===== src/rtl/core_pip_ma_lsu_if.sv =====
// Data-memory bus between the MA stage (master) and the data memory (slave):
// request/grant handshake followed by a separate load-response phase.
interface core_pip_ma_lsu_if #(
  parameter int ADDR_W = 32
);
  logic              req;
  logic              we;
  logic [ADDR_W-1:0] addr;
  logic [31:0]       wdata;
  logic [3:0]        be;
  logic              gnt;
  logic              rvalid;
  logic [31:0]       rdata;

  modport master (
    output req, we, addr, wdata, be,
    input  gnt, rvalid, rdata
  );

  modport slave (
    input  req, we, addr, wdata, be,
    output gnt, rvalid, rdata
  );
endinterface


===== src/rtl/core_pip_ma_lsu.sv =====
// KayRV32 memory-access stage: issues loads/stores with byte-lane steering,
// stalls EX while an access is outstanding, traps misalignment and bus timeouts.
module core_pip_ma_lsu #(
  parameter int ADDR_W  = 32,
  parameter int TIMEOUT = 255
) (
  input  logic              clk,
  input  logic              rst,
  input  logic              valid,
  input  logic [4:0]        decoded_op,
  input  logic [ADDR_W-1:0] addr,
  input  logic [31:0]       store_data,
  input  logic [4:0]        rd,
  input  logic [31:0]       alu_data,
  output logic              stall,
  output logic [4:0]        wb_rd,
  output logic [31:0]       wb_data,
  output logic              wb_we,
  output logic              exc,
  output logic [1:0]        exc_cause,
  output logic [ADDR_W-1:0] exc_addr,
  core_pip_ma_lsu_if.master mem
);

  localparam logic [4:0] OP_LB  = 5'd1;
  localparam logic [4:0] OP_LH  = 5'd2;
  localparam logic [4:0] OP_LW  = 5'd3;
  localparam logic [4:0] OP_LBU = 5'd4;
  localparam logic [4:0] OP_LHU = 5'd5;
  localparam logic [4:0] OP_SB  = 5'd6;
  localparam logic [4:0] OP_SH  = 5'd7;
  localparam logic [4:0] OP_SW  = 5'd8;

  localparam int CNT_W = $clog2(TIMEOUT + 2) + 1;

  typedef enum logic [1:0] {IDLE, REQ, RESP} state_t;

  state_t            state_reg;
  logic [CNT_W-1:0]  cnt_reg;
  logic [4:0]        op_reg;
  logic [4:0]        rd_reg;
  logic [ADDR_W-1:0] addr_reg;
  logic              load_reg;

  logic              wb_we_reg, exc_reg;
  logic [4:0]        wb_rd_reg;
  logic [31:0]       wb_data_reg;
  logic [1:0]        exc_cause_reg;
  logic [ADDR_W-1:0] exc_addr_reg;
  logic              mem_req_reg, mem_we_reg;
  logic [ADDR_W-1:0] mem_addr_reg;
  logic [31:0]       mem_wdata_reg;
  logic [3:0]        mem_be_reg;

  logic        is_load, is_store, is_byte, is_half, is_word, misaligned, accept;
  logic        timed_out, store_done, resp_done, abort;
  logic [31:0] st_wdata, load_data;
  logic [3:0]  st_be;
  logic [7:0]  load_byte;
  logic [15:0] load_half;
  logic [7:0]  rbyte [4];

  always_comb begin
    is_load    = (decoded_op == OP_LB) || (decoded_op == OP_LH) || (decoded_op == OP_LW) ||
                 (decoded_op == OP_LBU) || (decoded_op == OP_LHU);
    is_store   = (decoded_op == OP_SB) || (decoded_op == OP_SH) || (decoded_op == OP_SW);
    is_byte    = (decoded_op == OP_LB) || (decoded_op == OP_LBU) || (decoded_op == OP_SB);
    is_half    = (decoded_op == OP_LH) || (decoded_op == OP_LHU) || (decoded_op == OP_SH);
    is_word    = (decoded_op == OP_LW) || (decoded_op == OP_SW);
    misaligned = (is_half && addr[0]) || (is_word && (addr[1:0] != 2'b00));
    accept     = (state_reg == IDLE) && valid && (is_load || is_store) && !misaligned;
  end

  // Byte enables mark the addressed lanes for loads as well as stores.
  always_comb begin
    st_wdata = '0;
    st_be    = 4'b1111;
    if (is_byte)
      st_be = 4'b0001 << addr[1:0];
    else if (is_half)
      st_be = addr[1] ? 4'b1100 : 4'b0011;
    if (decoded_op == OP_SB)
      st_wdata = {4{store_data[7:0]}};
    else if (decoded_op == OP_SH)
      st_wdata = {2{store_data[15:0]}};
    else if (decoded_op == OP_SW)
      st_wdata = store_data;
  end

  for (genvar gi = 0; gi < 4; gi++) begin : g_rbyte
    assign rbyte[gi] = mem.rdata[8*gi +: 8];
  end

  always_comb begin
    load_byte = rbyte[addr_reg[1:0]];
    load_half = addr_reg[1] ? mem.rdata[31:16] : mem.rdata[15:0];
    case (op_reg)
      OP_LB:   load_data = {{24{load_byte[7]}}, load_byte};
      OP_LBU:  load_data = {24'h0, load_byte};
      OP_LH:   load_data = {{16{load_half[15]}}, load_half};
      OP_LHU:  load_data = {16'h0, load_half};
      default: load_data = mem.rdata;
    endcase
  end

  // A load grant on the final budget cycle still moves to RESP; the abort then fires there.
  always_comb begin
    timed_out  = (TIMEOUT != 0) && (int'(cnt_reg) >= TIMEOUT - 1);
    store_done = (state_reg == REQ) && mem.gnt && !load_reg;
    resp_done  = (state_reg == RESP) && mem.rvalid;
    abort      = timed_out && (((state_reg == REQ) && !mem.gnt) ||
                               ((state_reg == RESP) && !mem.rvalid));
    stall      = accept ||
                 ((state_reg == REQ) && !store_done && !abort) ||
                 ((state_reg == RESP) && !resp_done && !abort);
  end

  always_ff @(posedge clk) begin
    if (rst) begin
      state_reg     <= IDLE;
      cnt_reg       <= '0;
      op_reg        <= '0;
      rd_reg        <= '0;
      addr_reg      <= '0;
      load_reg      <= 1'b0;
      wb_we_reg     <= 1'b0;
      wb_rd_reg     <= '0;
      wb_data_reg   <= '0;
      exc_reg       <= 1'b0;
      exc_cause_reg <= '0;
      exc_addr_reg  <= '0;
      mem_req_reg   <= 1'b0;
      mem_we_reg    <= 1'b0;
      mem_addr_reg  <= '0;
      mem_wdata_reg <= '0;
      mem_be_reg    <= '0;
    end else begin
      wb_we_reg <= 1'b0;
      exc_reg   <= 1'b0;
      case (state_reg)
        IDLE: begin
          if (valid && (is_load || is_store)) begin
            if (misaligned) begin
              exc_reg       <= 1'b1;
              exc_cause_reg <= is_load ? 2'b01 : 2'b10;
              exc_addr_reg  <= addr;
            end else begin
              op_reg        <= decoded_op;
              rd_reg        <= rd;
              addr_reg      <= addr;
              load_reg      <= is_load;
              cnt_reg       <= '0;
              mem_req_reg   <= 1'b1;
              mem_we_reg    <= is_store;
              mem_addr_reg  <= {addr[ADDR_W-1:2], 2'b00};
              mem_wdata_reg <= st_wdata;
              mem_be_reg    <= st_be;
              state_reg     <= REQ;
            end
          end else if (valid) begin
            wb_rd_reg   <= rd;
            wb_data_reg <= alu_data;
            wb_we_reg   <= (rd != 5'd0);
          end
        end
        REQ, RESP: begin
          if (int'(cnt_reg) < TIMEOUT)
            cnt_reg <= cnt_reg + CNT_W'(1);
          if (state_reg == REQ && mem.gnt) begin
            mem_req_reg <= 1'b0;
            state_reg   <= load_reg ? RESP : IDLE;
          end else if (resp_done) begin
            wb_rd_reg   <= rd_reg;
            wb_data_reg <= load_data;
            wb_we_reg   <= (rd_reg != 5'd0);
            state_reg   <= IDLE;
          end else if (abort) begin
            mem_req_reg   <= 1'b0;
            exc_reg       <= 1'b1;
            exc_cause_reg <= 2'b11;
            exc_addr_reg  <= addr_reg;
            state_reg     <= IDLE;
          end
        end
        default: state_reg <= IDLE;
      endcase
    end
  end

  assign wb_we     = wb_we_reg;
  assign wb_rd     = wb_rd_reg;
  assign wb_data   = wb_data_reg;
  assign exc       = exc_reg;
  assign exc_cause = exc_cause_reg;
  assign exc_addr  = exc_addr_reg;
  assign mem.req   = mem_req_reg;
  assign mem.we    = mem_we_reg;
  assign mem.addr  = mem_addr_reg;
  assign mem.wdata = mem_wdata_reg;
  assign mem.be    = mem_be_reg;

endmodule


===== src/flat_wrapper.sv =====
// flat-port wrapper written by rule: the top's interface ports become plain ports
module core_pip_ma_lsu_flat 
#(
  parameter int ADDR_W  = 32,
  parameter int TIMEOUT = 255
)
  (clk, rst, valid, decoded_op, addr, store_data, rd, alu_data, stall, wb_rd, wb_data, wb_we, exc, exc_cause, exc_addr, mem_req, mem_we, mem_addr, mem_wdata, mem_be, mem_gnt, mem_rvalid, mem_rdata);
  core_pip_ma_lsu_if #(.ADDR_W(ADDR_W)) mem_i ();
  input  logic clk;
  input  logic rst;
  input  logic valid;
  input  logic [4:0] decoded_op;
  input  logic [ADDR_W-1:0] addr;
  input  logic [31:0] store_data;
  input  logic [4:0] rd;
  input  logic [31:0] alu_data;
  output logic stall;
  output logic [4:0] wb_rd;
  output logic [31:0] wb_data;
  output logic wb_we;
  output logic exc;
  output logic [1:0] exc_cause;
  output logic [ADDR_W-1:0] exc_addr;
  output wire logic [$bits(mem_i.req)-1:0] mem_req;
  output wire logic [$bits(mem_i.we)-1:0] mem_we;
  output wire logic [$bits(mem_i.addr)-1:0] mem_addr;
  output wire logic [$bits(mem_i.wdata)-1:0] mem_wdata;
  output wire logic [$bits(mem_i.be)-1:0] mem_be;
  input wire logic [$bits(mem_i.gnt)-1:0] mem_gnt;
  input wire logic [$bits(mem_i.rvalid)-1:0] mem_rvalid;
  input wire logic [$bits(mem_i.rdata)-1:0] mem_rdata;
  assign mem_req = mem_i.req;
  assign mem_we = mem_i.we;
  assign mem_addr = mem_i.addr;
  assign mem_wdata = mem_i.wdata;
  assign mem_be = mem_i.be;
  assign mem_i.gnt = mem_gnt;
  assign mem_i.rvalid = mem_rvalid;
  assign mem_i.rdata = mem_rdata;
  core_pip_ma_lsu #(.ADDR_W(ADDR_W), .TIMEOUT(TIMEOUT)) u_core (.clk(clk), .rst(rst), .valid(valid), .decoded_op(decoded_op), .addr(addr), .store_data(store_data), .rd(rd), .alu_data(alu_data), .stall(stall), .wb_rd(wb_rd), .wb_data(wb_data), .wb_we(wb_we), .exc(exc), .exc_cause(exc_cause), .exc_addr(exc_addr), .mem(mem_i));
endmodule

===== config.mk =====
export PLATFORM = sky130hd
export DESIGN_NAME = core_pip_ma_lsu_flat
export DESIGN_NICKNAME = d
export VERILOG_FILES = /design/src/rtl/core_pip_ma_lsu_if.sv /design/src/rtl/core_pip_ma_lsu.sv /design/src/flat_wrapper.sv
export SDC_FILE = /design/constraint.sdc
export NUM_CORES = 1
export LEC_CHECK = 0
export ABC_AREA = 1
export CAP_MARGIN = 10
export CORE_ASPECT_RATIO = 1.2
export CORE_MARGIN = 2
export CORE_UTILIZATION = 45
export CTS_BUF_LIST = sky130_fd_sc_hd__clkbuf_8
export DETAILED_ROUTE_END_ITERATION = 12
export GPL_TIMING_DRIVEN = 1
export PLACE_DENSITY = 0.83
export SLEW_MARGIN = 5
export SYNTH_ARGS = -nofsm -noshare
export SYNTH_HDL_FRONTEND = slang
export SYNTH_SLANG_ARGS = --single-unit

===== constraint.sdc =====
create_clock -name clk -period 2.6 [get_ports clk]
set_input_delay 0.65 -clock clk [delete_from_list [all_inputs] [get_ports clk]]
set_output_delay 0.65 -clock clk [all_outputs]
set_load 0.1 [all_outputs]

==> qor.txt, run 1 <==
Antenna viol nets, final - 0
Max Cap Viol - 0
Endpoints failing setup - 0
Router iterations before antenna repair - 5
Yosys warnings - 0
Drt initial violations - 707
F_max - 397 MHz
Layout cells sized above 1 - 16.9%
Die Area - 20,800 µm²
Initial antenna violation count - 1
Clock sink count - 166
Maximum VDD drop - 806 µV
CP startpoint - decoded_op[2]
CP endpoint kind - primary output
Period utilization - 96.9%
Clock Skews - 0.0154 ns
PwrDens - 912 nW/µm²
Clock transition at path regs - 0.09 ns
WP data arrival - 1.87 ns
Bufs on Longest Clock Path - 2
Async SR Flop Fraction - 0%
# rows - 56
Number of global-route vias before repair - 8,878
Grt total ovfl - 0
Min cycle time layout - 2.52 ns
Root buffer cell - clkbuf_8
TNS Setup - 0 ns
Post-route cell area - 12,100 µm²
H-tree depth - 4
Cells after Synth - 1,389
Crit path to - stall
Path type of the worst setup path - primary input to primary output
Nets - 1,783
Min-delay worst type - flip-flop to flip-flop
Core area - 19,400 µm²
Worst skew pair latency - 0.46 ns
GRT Resource Usage Total - 25.8%
R2R cell count - 11
Initial Util - 45.6%
I/O Buffers - 284
First-pass GRT wire length - 43,700 µm
EDFF count, synth - 0
DRC viols - 0
WL final - 27,900 µm
Flops & latches, synth - 166
CTS tree - done
Post-synth cell types - 37
Area delta synth->final - 36.3%
Slew HR - 57.2%
Status - finished clean
Seq/Total Area, Yosys - 37.5%
Num CTS Buffers - 17
Critical Path Source Type - primary input
Via density per instance - 5.05
Flop-to-flop setup slack - 0.42 ns
Most common cell after layout, fill and taps aside - nand2_1
Reg2reg start - u_core.state_reg[1]
Max Slew Vio Count - 0
Worst EP required - 1.95 ns
Final Hold Viols - 0
Per-cell routed wire length - 14.6 µm
Dpl hpwl - 20,200 µm
Reg2reg end - u_core.exc_addr[13]
Syn avg cell area - 6.38 µm²
I/O pin total - 287
Cts hold-fix bufs - 0
Mapped cell area - 8860 µm²
Placer Congestion - 0.974
Total number of vias - 9,642
Largest net degree at the start of global routing - 61
Most frequent cells in the layout - nand2_1 (370), nor2_1 (219), buf_4 (184)
Leakage - 0.00572 µW
Die X - 132 µm
Slew @ Worst Pin - 0.641 ns
Synth Flop Type - dfxtp_1
DP Area - 11,500 µm²
Die Ht - 158 µm
Largest fanout on the critical path - 4
Min-delay src - u_core.cnt_reg[9]
cells by family after synthesis:
kind of cell	count (synthesis)	share of synthesized area, %
buffers and inverters	240	12.6
DFF	166	37.5
xor gates and xnor gates	2	0.198
muxes	7	0.791
and+or+nand+nor	695	31.6
adders and majority gates	6	0.848
AOI/OAI and AO/OA	272	16.5
other	1	0.0423
timing repair:
| action | 4_1_cts | 5_1_grt |
|---|---|---|
| endpoints found under the setup margin | 1 | 1 |
| setup buffers | 3 | 1 |
| pin swaps | 7 | 5 |
| gates resized for setup | 21 | 16 |
cells in the mapped netlist, types with 6 or more instances:
library cell | instances | area, µm²
o21ai_0 | 113 | 566
nand2_1 | 372 | 1400
o211ai_1 | 8 | 60.1
buf_2 | 19 | 95.1
o22ai_1 | 9 | 56.3
nor2_1 | 225 | 845
a311oi_1 | 8 | 70.1
dfxtp_1 | 166 | 3320
a31oi_1 | 8 | 50.1
inv_1 | 123 | 462
nand2_2 | 6 | 37.5
buf_4 | 47 | 353
o21ai_1 | 6 | 30.0
or2_2 | 11 | 68.8
nand3_1 | 66 | 330
clkbuf_1 | 36 | 135
ha_1 | 6 | 75.1
mux2i_1 | 7 | 70.1
a21oi_1 | 115 | 576
inv_2 | 6 | 22.5
how the worst min path moves through the flow:
stage                              to  slack (ns)  depth (start not counted)
floorplan           u_core.cnt_reg[9]        0.42                          2
global placement    u_core.cnt_reg[9]        0.43                          2
detailed placement  u_core.cnt_reg[8]        0.43                          2
CTS                 u_core.cnt_reg[8]        0.45                          2
global route        u_core.cnt_reg[8]        0.46                          2
finish              u_core.cnt_reg[9]        0.45                          2
critical path, cell delays in order:
cell and delay, ns:
clkdlybuf4s15_2 0.21, buf_4 0.14, nor2_2 0.11, o211ai_1 0.12, nand3_2 0.12, nor2_2 0.06, nor2_4 0.14, nand2_4 0.09
nand2_8 0.06, buf_12 0.16
layout make-up:
| type | instances | area, µm² |
|---|---|---|
| Sequential cell | 166 | 3330 |
| Inverter | 130 | 489 |
| Clock buffer | 17 | 234 |
| Tap cell | 261 | 327 |
| Multi-Input combinational cell | 984 | 4520 |
| Fill cell | 1789 | 7340 |
| Antenna cell | 1 | 2.50 |
| Timing Repair Buffer | 335 | 2980 |
| Clock inverter | 15 | 191 |
stage by stage:
stage | util [%] | worst slack [ns] | total power [µW] | cells | hold WS (ns)
floorplan | - | 0.0260 | 7600 | 1390 | 0.419
global placement | 59.5 | -0.254 | 8910 | 1872 | 0.428
detailed placement | 59.5 | -0.301 | 8980 | 1872 | 0.433
CTS | 62.0 | 0.00149 | 11000 | 1907 | 0.448
global route | 62.2 | -0.0365 | 11500 | 1909 | 0.462
finish | 62.2 | 0.0815 | 11000 | 1909 | 0.449
routing by layer:
layer	global-route usage (%)	wire [µm]	vias to the layer above
met4	12.3	982	0
met2	44.9	13500	386
li1	-	-	4862
met1	30.9	11600	4319
met5	0	0	-
met3	4.80	1770	75
report_power, final:
group	switching, µW	internal (µW)	leakage (µW)
clock network	1060	980	0.000215
registers	231	2940	0.00135
logic	4380	1430	0.00415
No activity file was read; power rests on OpenSTA's default activity.
==> run 2: changes to the inputs <==
--- a/config.mk
+++ b/config.mk
@@ -13,6 +13,7 @@
 export CTS_BUF_LIST = sky130_fd_sc_hd__clkbuf_8
 export DETAILED_ROUTE_END_ITERATION = 12
 export GPL_TIMING_DRIVEN = 1
+export HOLD_SLACK_MARGIN = 0.15
 export PLACE_DENSITY = 0.83
 export SLEW_MARGIN = 5
 export SYNTH_ARGS = -nofsm -noshare
==> results of run 2 <==
No change in the layout: final DEF, timing and power equal those of run 1.
==> run 3: changes to the inputs <==
--- a/config.mk
+++ b/config.mk
@@ -7,14 +7,16 @@
 export LEC_CHECK = 0
 export ABC_AREA = 1
 export CAP_MARGIN = 10
+export CELL_PAD_IN_SITES_DETAIL_PLACEMENT = 0
+export CELL_PAD_IN_SITES_GLOBAL_PLACEMENT = 1
 export CORE_ASPECT_RATIO = 1.2
 export CORE_MARGIN = 2
-export CORE_UTILIZATION = 45
+export CORE_UTILIZATION = 33
 export CTS_BUF_LIST = sky130_fd_sc_hd__clkbuf_8
 export DETAILED_ROUTE_END_ITERATION = 12
 export GPL_TIMING_DRIVEN = 1
 export HOLD_SLACK_MARGIN = 0.15
-export PLACE_DENSITY = 0.83
+export PLACE_DENSITY = 0.89
 export SLEW_MARGIN = 5
 export SYNTH_ARGS = -nofsm -noshare
 export SYNTH_HDL_FRONTEND = slang
==> run 3 against run 2 <==
  * Count of clock-buffer cells in the layout increased by 1
  * Via count decreased by 1.5%
  * Non-clock buffer count increased by 7
  * Die area increased by 35%
  * Combinational power increased by 1%
  * Highest routed layer unchanged
  * Critical path type unchanged
  * Wire length increased by 6.1%
==> qor.txt, run 3 (synthesized netlist as in run 1, its figures left out) <==
Status - finished clean
Largest fanout on the critical path - 6 (+2)
Number of global-route vias before repair - 8,844 (-0.38%)
Min-delay worst type - flip-flop to flip-flop
WP data arrival - 1.89 ns (+0.02 ns)
Root buffer cell - clkbuf_8
I/O Buffers - 284 (unchanged)
WL final - 29,600 µm (+6.1%)
Most common cell after layout, fill and taps aside - nand2_1
Slew HR - 61.0% (+3.7 points)
Grt total ovfl - 0 (unchanged)
I/O pin total - 287 (unchanged)
Initial antenna violation count - 1 (unchanged)
Critical Path Source Type - primary input
Cts hold-fix bufs - 0 (unchanged)
Dpl hpwl - 21,900 µm (+8.3%)
Final Util - 46.4% (-16 points)
Number of fill cells in the layout - 2,779 (+55%)
Flop pwr share - 28.5% (-0.3 points)
Period utilization - 97.6% (+0.77 points)
H-tree depth - 4 (unchanged)
Logic pwr share - 52.8% (about the same)
Placed cells - 1,953 (+4.3%)
Multi-input gate area - 4550 µm² (+0.50%)
Final hold slack - 0.450 ns (+0.000653 ns)
Path type of the worst setup path - primary input to primary output
Non-Filler Instances - 1,990 (+4.2%)
Net Switching - 5710 µW (+0.76%)
Min cycle time layout - 2.54 ns (+0.0199 ns)
Clock sink count - 166 (unchanged)
Total number of vias - 9,497 (-1.5%)
Die Area - 28,200 µm² (+35%)
Per-cell routed wire length - 14.9 µm (+1.8%)
Clock transition at path regs - 0.09 ns (about the same)
Switching part of the total power - 51.2% (-0.20 points)
Maximum VDD drop - 411 µV (-49%)
Bufs on Longest Clock Path - 2 (unchanged)
TNS Setup - 0 ns (unchanged)
Layout cells sized above 1 - 17.4% (+0.47 points)
Die X - 154 µm (+16%)
Most frequent cells in the layout - nand2_1 (368), nor2_1 (221), buf_4 (192)
Endpoints failing setup - 0 (unchanged)
Slew @ Worst Pin - 0.583 ns (-0.0576 ns)
First-pass GRT wire length - 46,600 µm (+6.8%)
Core area - 26,400 µm² (+36%)
Leakage - 0.00578 µW (+0.99%)
Max Slew Vio Count - 0 (unchanged)
DRC viols - 0 (unchanged)
CTS tree - done
Antenna viol nets, final - 0 (unchanged)
Drt initial violations - 667 (-5.7%)
Die Ht - 183 µm (+16%)
Register area - 3330 µm² (+0.19%)
Clock share of power - 18.7% (+0.2 points)
P_int - 5430 µW (+1.6%)
Worst skew pair latency - 0.48 ns (+0.02 ns)
Clock Skews - 0.0118 ns (-0.00366 ns)
Num CTS Buffers - 17 (unchanged)
Nets - 1,790 (+0.39%)
Via density per instance - 4.77 (-5.5%)
Router iterations before antenna repair - 5 (unchanged)
PwrDens - 911 nW/µm² (-0.19%)
Placer Congestion - 0.894 (-8.2%)
Final Hold Viols - 0 (unchanged)
# rows - 65 (+16%)
Area delta synth->final - 38.1%
Worst EP required - 1.95 ns (about the same)
GRT Resource Usage Total - 20.4% (-5.4 points)
Max Cap Viol - 0 (unchanged)
Initial Util - 33.6% (-12 points)
F_max - 394 MHz (-0.78%)
CP endpoint kind - primary output
Largest net degree at the start of global routing - 78 (+28%)
run 3: cell types whose count changed in the layout (fill, tap and decap cells not counted), sizes merged:
cell,delta
inv,-2
clkinv,+2
buf,+7
clkbuf,+3
clkdlybuf4s15,-2
clkinvlp,-1
run 3: power by group through the flow:
stage               clock (µW)  sequential, µW  combinational, µW
floorplan                    0            5390               2210
global placement             0            3210               5810
detailed placement           0            3220               5830
CTS                       2170            3170               5850
global route              2270            3230               6280
finish                    2090            3170               5880
run 3: critical path, cell delays in order:
cell and delay [ns]:
clkdlybuf4s15_1 0.27, nor2_2 0.18, nand3_1 0.16, nand3_4 0.14, nor2_4 0.05, nor2_4 0.11, nand2_4 0.09, nand2_8 0.06
buf_12 0.16
run 3: cell type report:
type | instances | share of cell area, %
inverter | 130 | 4.04
clock buffer | 18 | 2.03
clock inverter | 14 | 1.53
tap | 335 | 3.43
timing repair buffer | 342 | 24.5
antenna | 1 | 0.0205
multi-input combinational | 984 | 37.2
sequential | 166 | 27.2
run 3: path summary, 6_finish.rpt:
path / start / end / slack, ns / depth (start not counted)
setup / recovery: decoded_op[0] / stall / 0.06 / 9
hold / removal: u_core.cnt_reg[9] / u_core.cnt_reg[9] / 0.45 / 2
setup reg to reg: u_core.addr_reg[1] / u_core.wb_data[8] / 0.40 / 9
hold reg to reg: u_core.cnt_reg[9] / u_core.cnt_reg[9] / 0.45 / 2
run 3: per-stage QoR:
step	setup WS, ns	total power [µW]	instance area, µm²
floorplan	0.0260	7600	8880
global placement	-0.261	9020	11700
detailed placement	-0.302	9060	11700
CTS	0.00925	11200	12100
global route	-0.00421	11800	12200
finish	0.0616	11100	12200
run 3: per-layer routing:
layer	up-vias	routed length, µm	track usage (%)
met5	-	0	0
met4	0	906	7.30
met3	58	1610	3.87
met2	276	14300	34.8
met1	4280	12800	25.9
li1	4883	-	-
run 3: repair_timing:
| action | 4_1_cts | 5_1_grt |
|---|---|---|
| endpoints found under the setup margin | 1 | 1 |
| resized for setup | 18 | 27 |
| pin swaps | 2 | 5 |
| buffers inserted | 0 | 4 |
